===== src/rtl/pipeline_skid_buffer_pkg.sv =====
// Shared definitions for the pipeline skid buffer: state encoding,
// default payload width and the state-to-occupancy mapping.
package pipeline_skid_buffer_pkg;

  localparam int DEFAULT_WIDTH = 32;

  typedef enum logic [1:0] {
    EMPTY = 2'd0,
    BUSY  = 2'd1,
    FULL  = 2'd2
  } state_t;

  // Number of items held in a given state.
  function automatic logic [1:0] state_count(input state_t s);
    logic [1:0] c;
    case (s)
      EMPTY:   c = 2'd0;
      BUSY:    c = 2'd1;
      FULL:    c = 2'd2;
      default: c = 2'd0;
    endcase
    return c;
  endfunction

endpackage


===== src/rtl/flipFlop.sv =====
// Plain N-bit register with synchronous active-high reset to zero.
// Load enables are expressed by the caller through the d input.
module flipFlop #(
  parameter int N = 32
) (
  input  logic         clk,
  input  logic         reset,
  input  logic [N-1:0] d,
  output logic [N-1:0] q
);

  // Capture d every edge; reset clears to zero.
  always_ff @(posedge clk) begin
    if (reset) begin
      q <= '0;
    end else begin
      q <= d;
    end
  end

endmodule


===== src/rtl/pipeline_skid_buffer.sv =====
// Two-entry skid buffer. The main register drives out_data; the skid
// register catches the one item accepted while the downstream stalls.
// All outputs come straight from registers, so neither in_ready nor
// out_valid depends combinationally on out_ready or in_valid.
//
// Handshake: a transfer happens on an edge where valid and ready are both
// high (accept = in_valid && in_ready, pop = out_valid && out_ready);
// valid must not wait on ready, and data is only meaningful with valid.
module pipeline_skid_buffer
  import pipeline_skid_buffer_pkg::*;
#(
  parameter int N = DEFAULT_WIDTH
) (
  input  logic         clk,
  input  logic         reset,
  input  logic         flush,
  input  logic         in_valid,
  output logic         in_ready,
  input  logic [N-1:0] in_data,
  output logic         out_valid,
  input  logic         out_ready,
  output logic [N-1:0] out_data,
  output logic [1:0]   count,
  output logic [1:0]   dbg_state
);

  state_t       r_state;
  state_t       w_state_next;
  logic         r_in_ready;
  logic         r_out_valid;
  logic [1:0]   r_count;
  logic         w_accept;
  logic         w_pop;
  logic [N-1:0] w_main_d;
  logic [N-1:0] w_main_q;
  logic [N-1:0] w_skid_d;
  logic [N-1:0] w_skid_q;

  assign w_accept = in_valid && r_in_ready;
  assign w_pop    = r_out_valid && out_ready;

  // Next state and register loads; flush overrides everything but reset
  // and leaves the data registers holding their last contents.
  always_comb begin
    w_state_next = r_state;
    w_main_d     = w_main_q;
    w_skid_d     = w_skid_q;
    case (r_state)
      EMPTY: begin
        if (w_accept) begin
          w_main_d     = in_data;
          w_state_next = BUSY;
        end
      end
      BUSY: begin
        if (w_accept && w_pop) begin
          w_main_d = in_data;
        end else if (w_accept) begin
          w_skid_d     = in_data;
          w_state_next = FULL;
        end else if (w_pop) begin
          w_state_next = EMPTY;
        end
      end
      FULL: begin
        if (w_pop) begin
          w_main_d     = w_skid_q;
          w_state_next = BUSY;
        end
      end
      default: begin
        w_state_next = EMPTY;
      end
    endcase
    if (flush) begin
      w_state_next = EMPTY;
      w_main_d     = w_main_q;
      w_skid_d     = w_skid_q;
    end
  end

  // State register plus registered copies of the status outputs.
  always_ff @(posedge clk) begin
    if (reset) begin
      r_state     <= EMPTY;
      r_in_ready  <= 1'b1;
      r_out_valid <= 1'b0;
      r_count     <= 2'd0;
    end else begin
      r_state     <= w_state_next;
      r_in_ready  <= (w_state_next != FULL);
      r_out_valid <= (w_state_next != EMPTY);
      r_count     <= state_count(w_state_next);
    end
  end

  flipFlop #(.N(N)) u_main (
    .clk   (clk),
    .reset (reset),
    .d     (w_main_d),
    .q     (w_main_q)
  );

  flipFlop #(.N(N)) u_skid (
    .clk   (clk),
    .reset (reset),
    .d     (w_skid_d),
    .q     (w_skid_q)
  );

  assign in_ready  = r_in_ready;
  assign out_valid = r_out_valid;
  assign out_data  = w_main_q;
  assign count     = r_count;
  assign dbg_state = r_state;

endmodule


===== config.mk =====
export PLATFORM = sky130hd
export DESIGN_NAME = pipeline_skid_buffer
export DESIGN_NICKNAME = d
export VERILOG_FILES = /design/src/rtl/pipeline_skid_buffer_pkg.sv /design/src/rtl/flipFlop.sv /design/src/rtl/pipeline_skid_buffer.sv
export SDC_FILE = /design/constraint.sdc
export NUM_CORES = 1
export LEC_CHECK = 0
export CORE_MARGIN = 3
export CORE_UTILIZATION = 54
export CTS_CLUSTER_SIZE = 30
export DETAILED_ROUTE_END_ITERATION = 6
export GPL_ROUTABILITY_DRIVEN = 0
export PLACE_DENSITY_LB_ADDON = 0.2
export SLEW_MARGIN = 0
export SYNTH_ARGS = -nofsm -noshare
export SYNTH_HDL_FRONTEND = slang
export SYNTH_SLANG_ARGS = --single-unit
export TNS_END_PERCENT = 30

===== constraint.sdc =====
create_clock -name clk -period 3 [get_ports clk]
set_input_delay 0.6 -clock clk [delete_from_list [all_inputs] [get_ports clk]]
set_output_delay 0.6 -clock clk [all_outputs]
set_load 0.005 [all_outputs]

==> Yosys cells after proc, flatten, opt, wreduce, memory -nomap -nowiden <==
Cells that the tools add are included.
{ "word_totals": {"ff_bits": 70, "inputBits": 37, "elab_cells": 36} }
{ "classes": {"n_eq_ne": 8, "muxes": 12, "bitwise": 2, "n_reduce_logical": 8} }
{ "op_table": {"columns": ["cell", "n"], "rows": [
  ["$mux 32", 3],
  ["$pmux 32 s3", 1],
  ["$mux 2", 6],
  ["$ne 2x2->1 const B", 4],
  ["$pmux 2 s3", 1],
  ["$reduce_and 5->1", 1],
  ["$eq 2x1->1 const B", 2],
  ["$eq 2x2->1 const B", 2],
  ["$pmux 2 s2", 1],
  ["$reduce_and 4->1", 1],
  ["$logic_and 1x1->1", 3],
  ["$reduce_bool 3->1", 1],
  ["$logic_not 2->1", 1],
  ["$not 1->1", 2],
  ["$reduce_bool 2->1", 1]
]} }

==> Longest topological paths before layout <==
{ "logic_depth": {"ltp_word": 8, "mapped_depth": 5, "mapped_depth_nobuf": 3} }

==> Modules after synthesis <==
From an unflattened synthesis, not the netlist that was laid out.
{ "unflattened": {"cells_unflattened": 284, "area_unflattened_um2": 3075.4} }
{ "modules_own_cells": {"columns": ["mod", "instances", "cells_per_inst", "area_per_inst_um2"], "rows": [
  ["flipFlop", 2, 67, 863.3],
  ["pipeline_skid_buffer", 1, 150, 1348.8]
]} }

==> Least setup slack after synthesis <==
OpenSTA, ideal clock, no wires.
{ "synth_path": {"path_type": "input to register", "start": "input port flush", "end": "register u_main.q[10]", "arrival_time_ns": 1.464, "slack_ns": 1.390, "path_stages": 5, "path_buffers": 2, "cell_sequence": "and4bb_2 > buf_4 > buf_6 > a221oi_2 > a211oi_2"} }
{ "synth_via": {"elab_chain_cells": 2} }
{ "synth_lines": {"columns": ["element", "line", "source"], "rows": [
  ["start, declared", "pipeline_skid_buffer.sv:16", "input logic flush,"],
  ["$not 1->1 (no source line)", null, null],
  ["$reduce_and 5->1 (no source line)", null, null],
  ["end signal, assigned", "flipFlop.sv:15", "q <= '0;"],
  ["end signal, assigned", "flipFlop.sv:17", "q <= d;"],
  ["end, declared", "flipFlop.sv:9", "output logic [N-1:0] q"]
]} }
Every way passes these cells.
A chain may end at the register's enable or synchronous reset.

==> Final worst setup path <==
{ "layout_path": {"start": "input port flush", "end": "register u_main.q[30]"} }
The elaborated chain is that of the path after synthesis.

==> impl_metrics.py <==
metrics = {
    "run_status": {
        "status": "complete, no violations",
    },
    "floorplanning": {
        "io_pins": 75,
        "die-area_um2": 7300,
        "die_h_um": 85.4,
        "start_util": 0.566,
        "die_w_um": 85.4,
        "rows": 28,
        "core_um2": 6030,
    },
    "timing": {
        "finClkSkew_ps": 9.20,
        "finalMaxSlewViolations": 0,
        "timing.fmax_mhz": 462,
        "post-route-period-util": 0.721,
        "finalCriticalPeriod_ps": 2160,
        "max-slew-margin-rel": 0.497,
        "finalHoldViolations": 0,
        "worstMarginPinSlew_ps": 754,
        "tns_ps": 0,
        "rsz0062_at_grt": "no",
        "setup_viol": 0,
    },
    "layout": {
        "layout.nets": 421,
        "final_layout_size_suffix_gt1_frac": 0.219,
        "area_growth_pct": 28.3,
        "fillCellCount": 482,
        "n_antenna_cell": 0,
    },
    "worst_setup_path": {
        "slowest_delay_ps": 510,
        "r2r_end": "u_main.q[30]",
        "worst-setup-path-type": "primary input to register",
        "endpoint_kind": "register",
        "crit_path_max_fanout": 28,
        "worst_ep_required_time_ps": 3270,
        "reg2reg_slack_ps": 990,
        "worstPathArrival_ps": 2430,
        "path_cells": "clkdlybuf4s50_1 > and4bb_4 > buf_4 > a221oi_1 > a211oi_2",
        "r2r_cells": 4,
        "crit_slowest_cell": "clkdlybuf4s50_1",
        "r2r_start": "dbg_state[0]",
        "start_kind": "primary input",
    },
    "global_routing": {
        "first_global_vias": 2873,
        "overflow": 0,
        "grt_use_total": 0.252,
        "grt_start_max_net_pins": 39,
        "antenna_found_initial": 0,
        "grt_pass1_wl_um": 14500,
    },
    "placement": {
        "portBuffers": 74,
        "dp_hpwl_um": 5450,
    },
    "synthesis": {
        "synth-seq-cells": 70,
        "avgSynthCellArea_um2": 10.4,
        "synth_top_area_cell": "dfxtp_1",
        "synth_nets": 364,
        "synth_warnings": 0,
        "yosysSeqAreaShare": 0.411,
        "synth_most_common_cell": "dfxtp_1",
        "synth_edf_count": 0,
        "synth_ff_type": "dfxtp_1",
        "yosys.cell_types.count": 28,
        "synthCells": 327,
        "ys_top_cells_by_area": "dfxtp_1, a211oi_2, mux2i_1",
        "synth_top_area_frac": 0.411,
        "synthTopCellsByCount": "dfxtp_1, mux2i_1, a21oi_1, nand3_1, a211oi_2",
        "async_flop_share": 0,
        "synth.cell_area_um2": 3410,
    },
    "routing": {
        "drtAntennaViolNets": 0,
        "routedWlPerCell_um": 19.3,
        "drc": 0,
        "routed_wirelength_um": 8970,
        "vias": 3045,
        "first_pass_iters": 4,
        "drt-vias-per-instance": 6.56,
        "drtIter0Drc": 272,
    },
    "clocking": {
        "clkSinkCount": 70,
        "cts_resized": 0,
        "cts_tree": "done",
        "ctsHoldBuffers": 0,
        "clockBufferDepth": 2,
        "cts.htree.levels": 3,
        "clk_latency_ps": 350,
        "cts-root-buf": "clkbuf_8",
        "cts-buffers-inserted": 9,
        "clkSlewWorstSetupHoldPaths_ps": 70,
        "post-cts-setup-buffer-count": 0,
    },
    "min_path": {
        "holdPathEnd": "u_skid.q[25]",
        "min_from": "u_skid.q[25]",
        "hold_depth": 2,
        "min_path_type": "register to register",
    },
    "pwr": {
        "vdd_drop_max_uv": 304,
        "p_leak_nw": 1.63,
        "power_w": 0.00222,
        "power.density_nw_per_um2": 507,
    },
    "job": {
        "maxCapViolCount": 0,
    },
}
worst max path at each step:
stage / startpoint / endpoint / slack (ps) / cells past startpoint
3_5_place_dp: flush / u_main.q[30] / 520 / 5
4_1_cts: flush / u_main.q[30] / 870 / 5
3_3_place_gp: flush / u_main.q[29] / 590 / 5
2_1_floorplan: flush / u_main.q[10] / 1390 / 5
5_1_grt: flush / u_main.q[30] / 790 / 5
6_report: flush / u_main.q[30] / 840 / 5
layer usage:
layer | part of all wire | GRT usage
met5 | 0 | 0
met4 | 0.015 | 0.112
met3 | 0.054 | 0.0456
met2 | 0.50 | 0.410
met1 | 0.43 | 0.325
metrics by stage:
stage	utilization	worst slack (ps)	instance area, um2	std cells	hold WS (ps)
after detailed placement	0.690	516	4160	448	469
after CTS	0.726	869	4370	464	479
after floorplan	-	1390	3410	327	453
after global placement	0.690	588	4160	448	459
after global routing	0.726	793	4370	464	497
final	0.726	836	4370	464	479
state kept, by name, indices dropped and copies added (netlist names):
signal and cells:
u_main.q 32, u_skid.q 32, dbg_state 2, out_valid 1, in_ready 1, count 2
kinds of logic after synthesis:
logic type | count (synthesis) | synth area share
AOI/OAI and AO/OA | 139 | 0.357
buffers and inverters | 43 | 0.0679
DFF | 70 | 0.411
muxes | 33 | 0.0969
and+or+nand+nor | 42 | 0.0672
cell type report:
| cell class | count | area [um2] | share of cell area |
|---|---|---|---|
| repair buffers | 88 | 866 | 0.198 |
| clock inverters | 4 | 70.1 | 0.0160 |
| flip-flops and latches | 70 | 1400 | 0.320 |
| well taps | 75 | 93.8 | 0.0215 |
| inverters | 1 | 3.75 | 0.000858 |
| clock buffers | 12 | 145 | 0.0332 |
| multi-input cells | 214 | 1790 | 0.410 |
power by group:
group	internal (W)	leakage, nW	switching (W)
registers	0.000970	0.571	0.0000317
clock network	0.000489	0.110	0.000349
logic	0.000194	0.953	0.000183
total	0.00165	1.63	0.000564
critical path, delay by kind of cell:
family / cells / cell delay (ps)
buf+inv: 2 / 910
simple gates: 1 / 500
compound gates: 2 / 400
layout by cell type, fill, tap and decap left out, types with 2 or more instances in the layout:
master	count
a22o_1	2
a211oi_2	30
nand2_1	3
nand3_1	32
o21ai_0	23
buf_12	2
a221oi_2	20
clkbuf_1	2
a211oi_1	3
dfxtp_1	70
a221oi_1	14
clkinv_2	2
clkbuf_8	10
o21ai_1	10
nor3_1	2
buf_4	12
a21oi_1	32
clkdlybuf4s50_1	73
bufinv_16	2
mux2i_1	33
Note: power is estimated with default switching activity, not from simulation.
==> variant, RTL diff (config.mk and constraints unchanged) <==
The output `count` loses its register stage (`r_count` becomes a continuous assignment).
--- a/src/rtl/pipeline_skid_buffer.sv
+++ b/src/rtl/pipeline_skid_buffer.sv
@@ -85,14 +85,14 @@
       r_state     <= EMPTY;
       r_in_ready  <= 1'b1;
       r_out_valid <= 1'b0;
-      r_count     <= 2'd0;
     end else begin
       r_state     <= w_state_next;
       r_in_ready  <= (w_state_next != FULL);
       r_out_valid <= (w_state_next != EMPTY);
-      r_count     <= state_count(w_state_next);
     end
   end
+
+  assign r_count = state_count(w_state_next);
 
   flipFlop #(.N(N)) u_main (
     .clk   (clk),
Check against the original RTL: not equivalent (a bounded check fails within 4 cycles, from zero or initial values and one cycle with reset high).
==> variant against the unedited design <==
  * Clock power fell by 22%
  * Power down 14%
  * Utilization is 4.1 points higher
  * Final area down 13%
  * Via count is 23% lower
  * Setup slack lost 0.56 ns
  * Routed wire length fell by 31%
  * Clock skew fell by 0.00097 ns
  * Maximum frequency down 20%
  * Cell count shrank 3.7%
  * Sequential cell count down 2
  * Area after synthesis shrank 16%
  * Largest cell class unchanged
==> variant: results (changes against the unedited design) <==
Pwr
  • Reported net switching power: 0.462 mW (was 0.564 mW)
  • Logic pwr share: 15.0% (was 17.0%)
  • Leakage: 1.52 nW (was 1.63 nW)
  • Max VDD drop: 324 uV (was 304 uV)
  • Reg power frac: 50.8% (was 45.2%)

Timing
  • Max Clock Skew: 0.00822 ns (was 0.00920 ns)
  • Slew @ Worst Pin: 0.789 ns (was 0.754 ns)

Run
  • Max Cap Viol: 0 (unchanged)

Placement
  • DPL Wire Length: 3960 um (was 5450 um)
  • Dpl cell area: 3620 um^2 (was 4160 um^2)

Global routing
  • Largest net degree at the start of global routing: 65 (was 39)
  • Vias in the first global route: 2302 (was 2873)
  • First-pass GRT wire length: 10400 um (was 14500 um)
  • Total track usage: 21.2% (was 25.2%)

Logic synthesis
  • Syn_nets: 347 (was 364)
  • Sequential fraction of the synthesis area: 47.4% (was 41.1%)
  • Synthesis warning total: 0 (unchanged)
  • Synth cell types: 23 (was 28)
  • Synth cell count leaders: dfxtp_1 (68), nand2_1 (67), a21oi_1 (36), nor2_1 (35), mux2i_1 (33) (was dfxtp_1 (70), mux2i_1 (33), a21oi_1 (32), nand3_1 (32), a211oi_2 (30))
  • Post-synth ARST share: 0% (unchanged)
  • Synth top area cells: dfxtp_1 (47%), a211oi_2 (12%), mux2i_1 (11%) (was dfxtp_1 (41%), a211oi_2 (11%), mux2i_1 (9.7%))

Clock network
  • Clock Latency Late Sink: 0.33 ns (was 0.35 ns)
  • Setup bufs post-CTS: 0 (unchanged)
  • H-tree depth: 3 (unchanged)

Setup path
  • Slowest cell delay on critical path: 0.53 ns (was 0.51 ns)
  • Reg2reg start: dbg_state[1]$_SDFF_PP0_ (was dbg_state[0]$_SDFF_PP0_)
  • Worst path top cell family by delay: buffers and inverters (unchanged)
  • Max Fanout on Critical Path: 5 (was 28)
  • Critical path data arrival time: 2.12 ns (was 2.43 ns)
  • R2r worst-path depth: 5 (was 4)
  • R2r endpoint: u_main.q[4]$_SDFFE_PP0P_ (was u_main.q[30]$_SDFFE_PP0P_)
  • Reg2reg setup slack: 1.29 ns (was 0.99 ns)

Min path
  • Hold Path Origin: u_skid.q[19]$_SDFFE_PP0P_ (was u_skid.q[25]$_SDFFE_PP0P_)
  • Hold Crit Endpoint: u_skid.q[19]$_SDFFE_PP0P_ (was u_skid.q[25]$_SDFFE_PP0P_)

Outcome
  • Status: finished clean (unchanged)

Routing
  • DR iter-0 viols: 128 (was 272)
  • Routed vias: 2348 (was 3045)
  • Post-detailed-routing wire length: 6180 um (was 8970 um)

Final layout
  • Fin nets: 413 (was 421)
  • Share of cells above drive strength 1: 13.7% (was 21.9%)
  • Filler cells: 388 (was 482)
## variant: cell types whose count changed after synthesis, sizes merged, moves of 3 or more
cell	change
a21oi	+4
nor2	+35
clkbuf	-6
buf	-11
nand3	-32
nand2	+64
o21ai	-32
a221oi	-33
a22o	-3
inv	+3
## variant: layer usage
metal	track usage [%]	part of all wire, %	vias to the layer above
li1	-	-	1187
met1	25.3	45	1089
met2	35.4	48	61
met3	5.44	5.5	11
met4	10.1	1.8	0
met5	0	0	-
## variant: metrics by stage
step	setup WS, ns	cells	util (%)	power [mW]	hold slack (ns)
CTS	0.284	447	76.7	1.92	0.455
floorplan	1.16	310	-	1.13	0.436
global placement	0.340	432	73.2	1.27	0.441
global route	0.165	447	76.7	1.99	0.479
finish	0.279	447	76.7	1.90	0.455
detailed placement	0.289	432	73.2	1.27	0.446
## variant: how the worst max path moves through the flow
stage / start / slack, ns / cells after the start / endpoint
final: flush / 0.28 / 5 / count[1]
after global routing: flush / 0.16 / 5 / count[1]
after CTS: out_ready / 0.28 / 6 / count[0]
after detailed placement: flush / 0.29 / 5 / count[1]
after global placement: in_valid / 0.34 / 6 / count[0]
after floorplan: dbg_state[0]$_SDFF_PP0_ / 1.16 / 6 / count[0]
## variant: layout make-up
cell class              instances  area (um^2)  area share, %
repair buffers                 80          793           20.9
clock buffers                  13          159           4.19
multi-input cells             214         1370           36.2
clock inverters                 2         10.0          0.264
flip-flops and latches         68         1360           35.9
inverters                       3         11.3          0.297
well taps                      67         83.8           2.21
## variant: cells by family after synthesis
| logic type | count (synthesis) | share of synthesized area [%] |
|---|---|---|
| simple gates | 110 | 15.2 |
| compound gates | 71 | 20.9 |
| flops | 68 | 47.4 |
| mux | 33 | 11.5 |
| buf+inv | 28 | 5.01 |
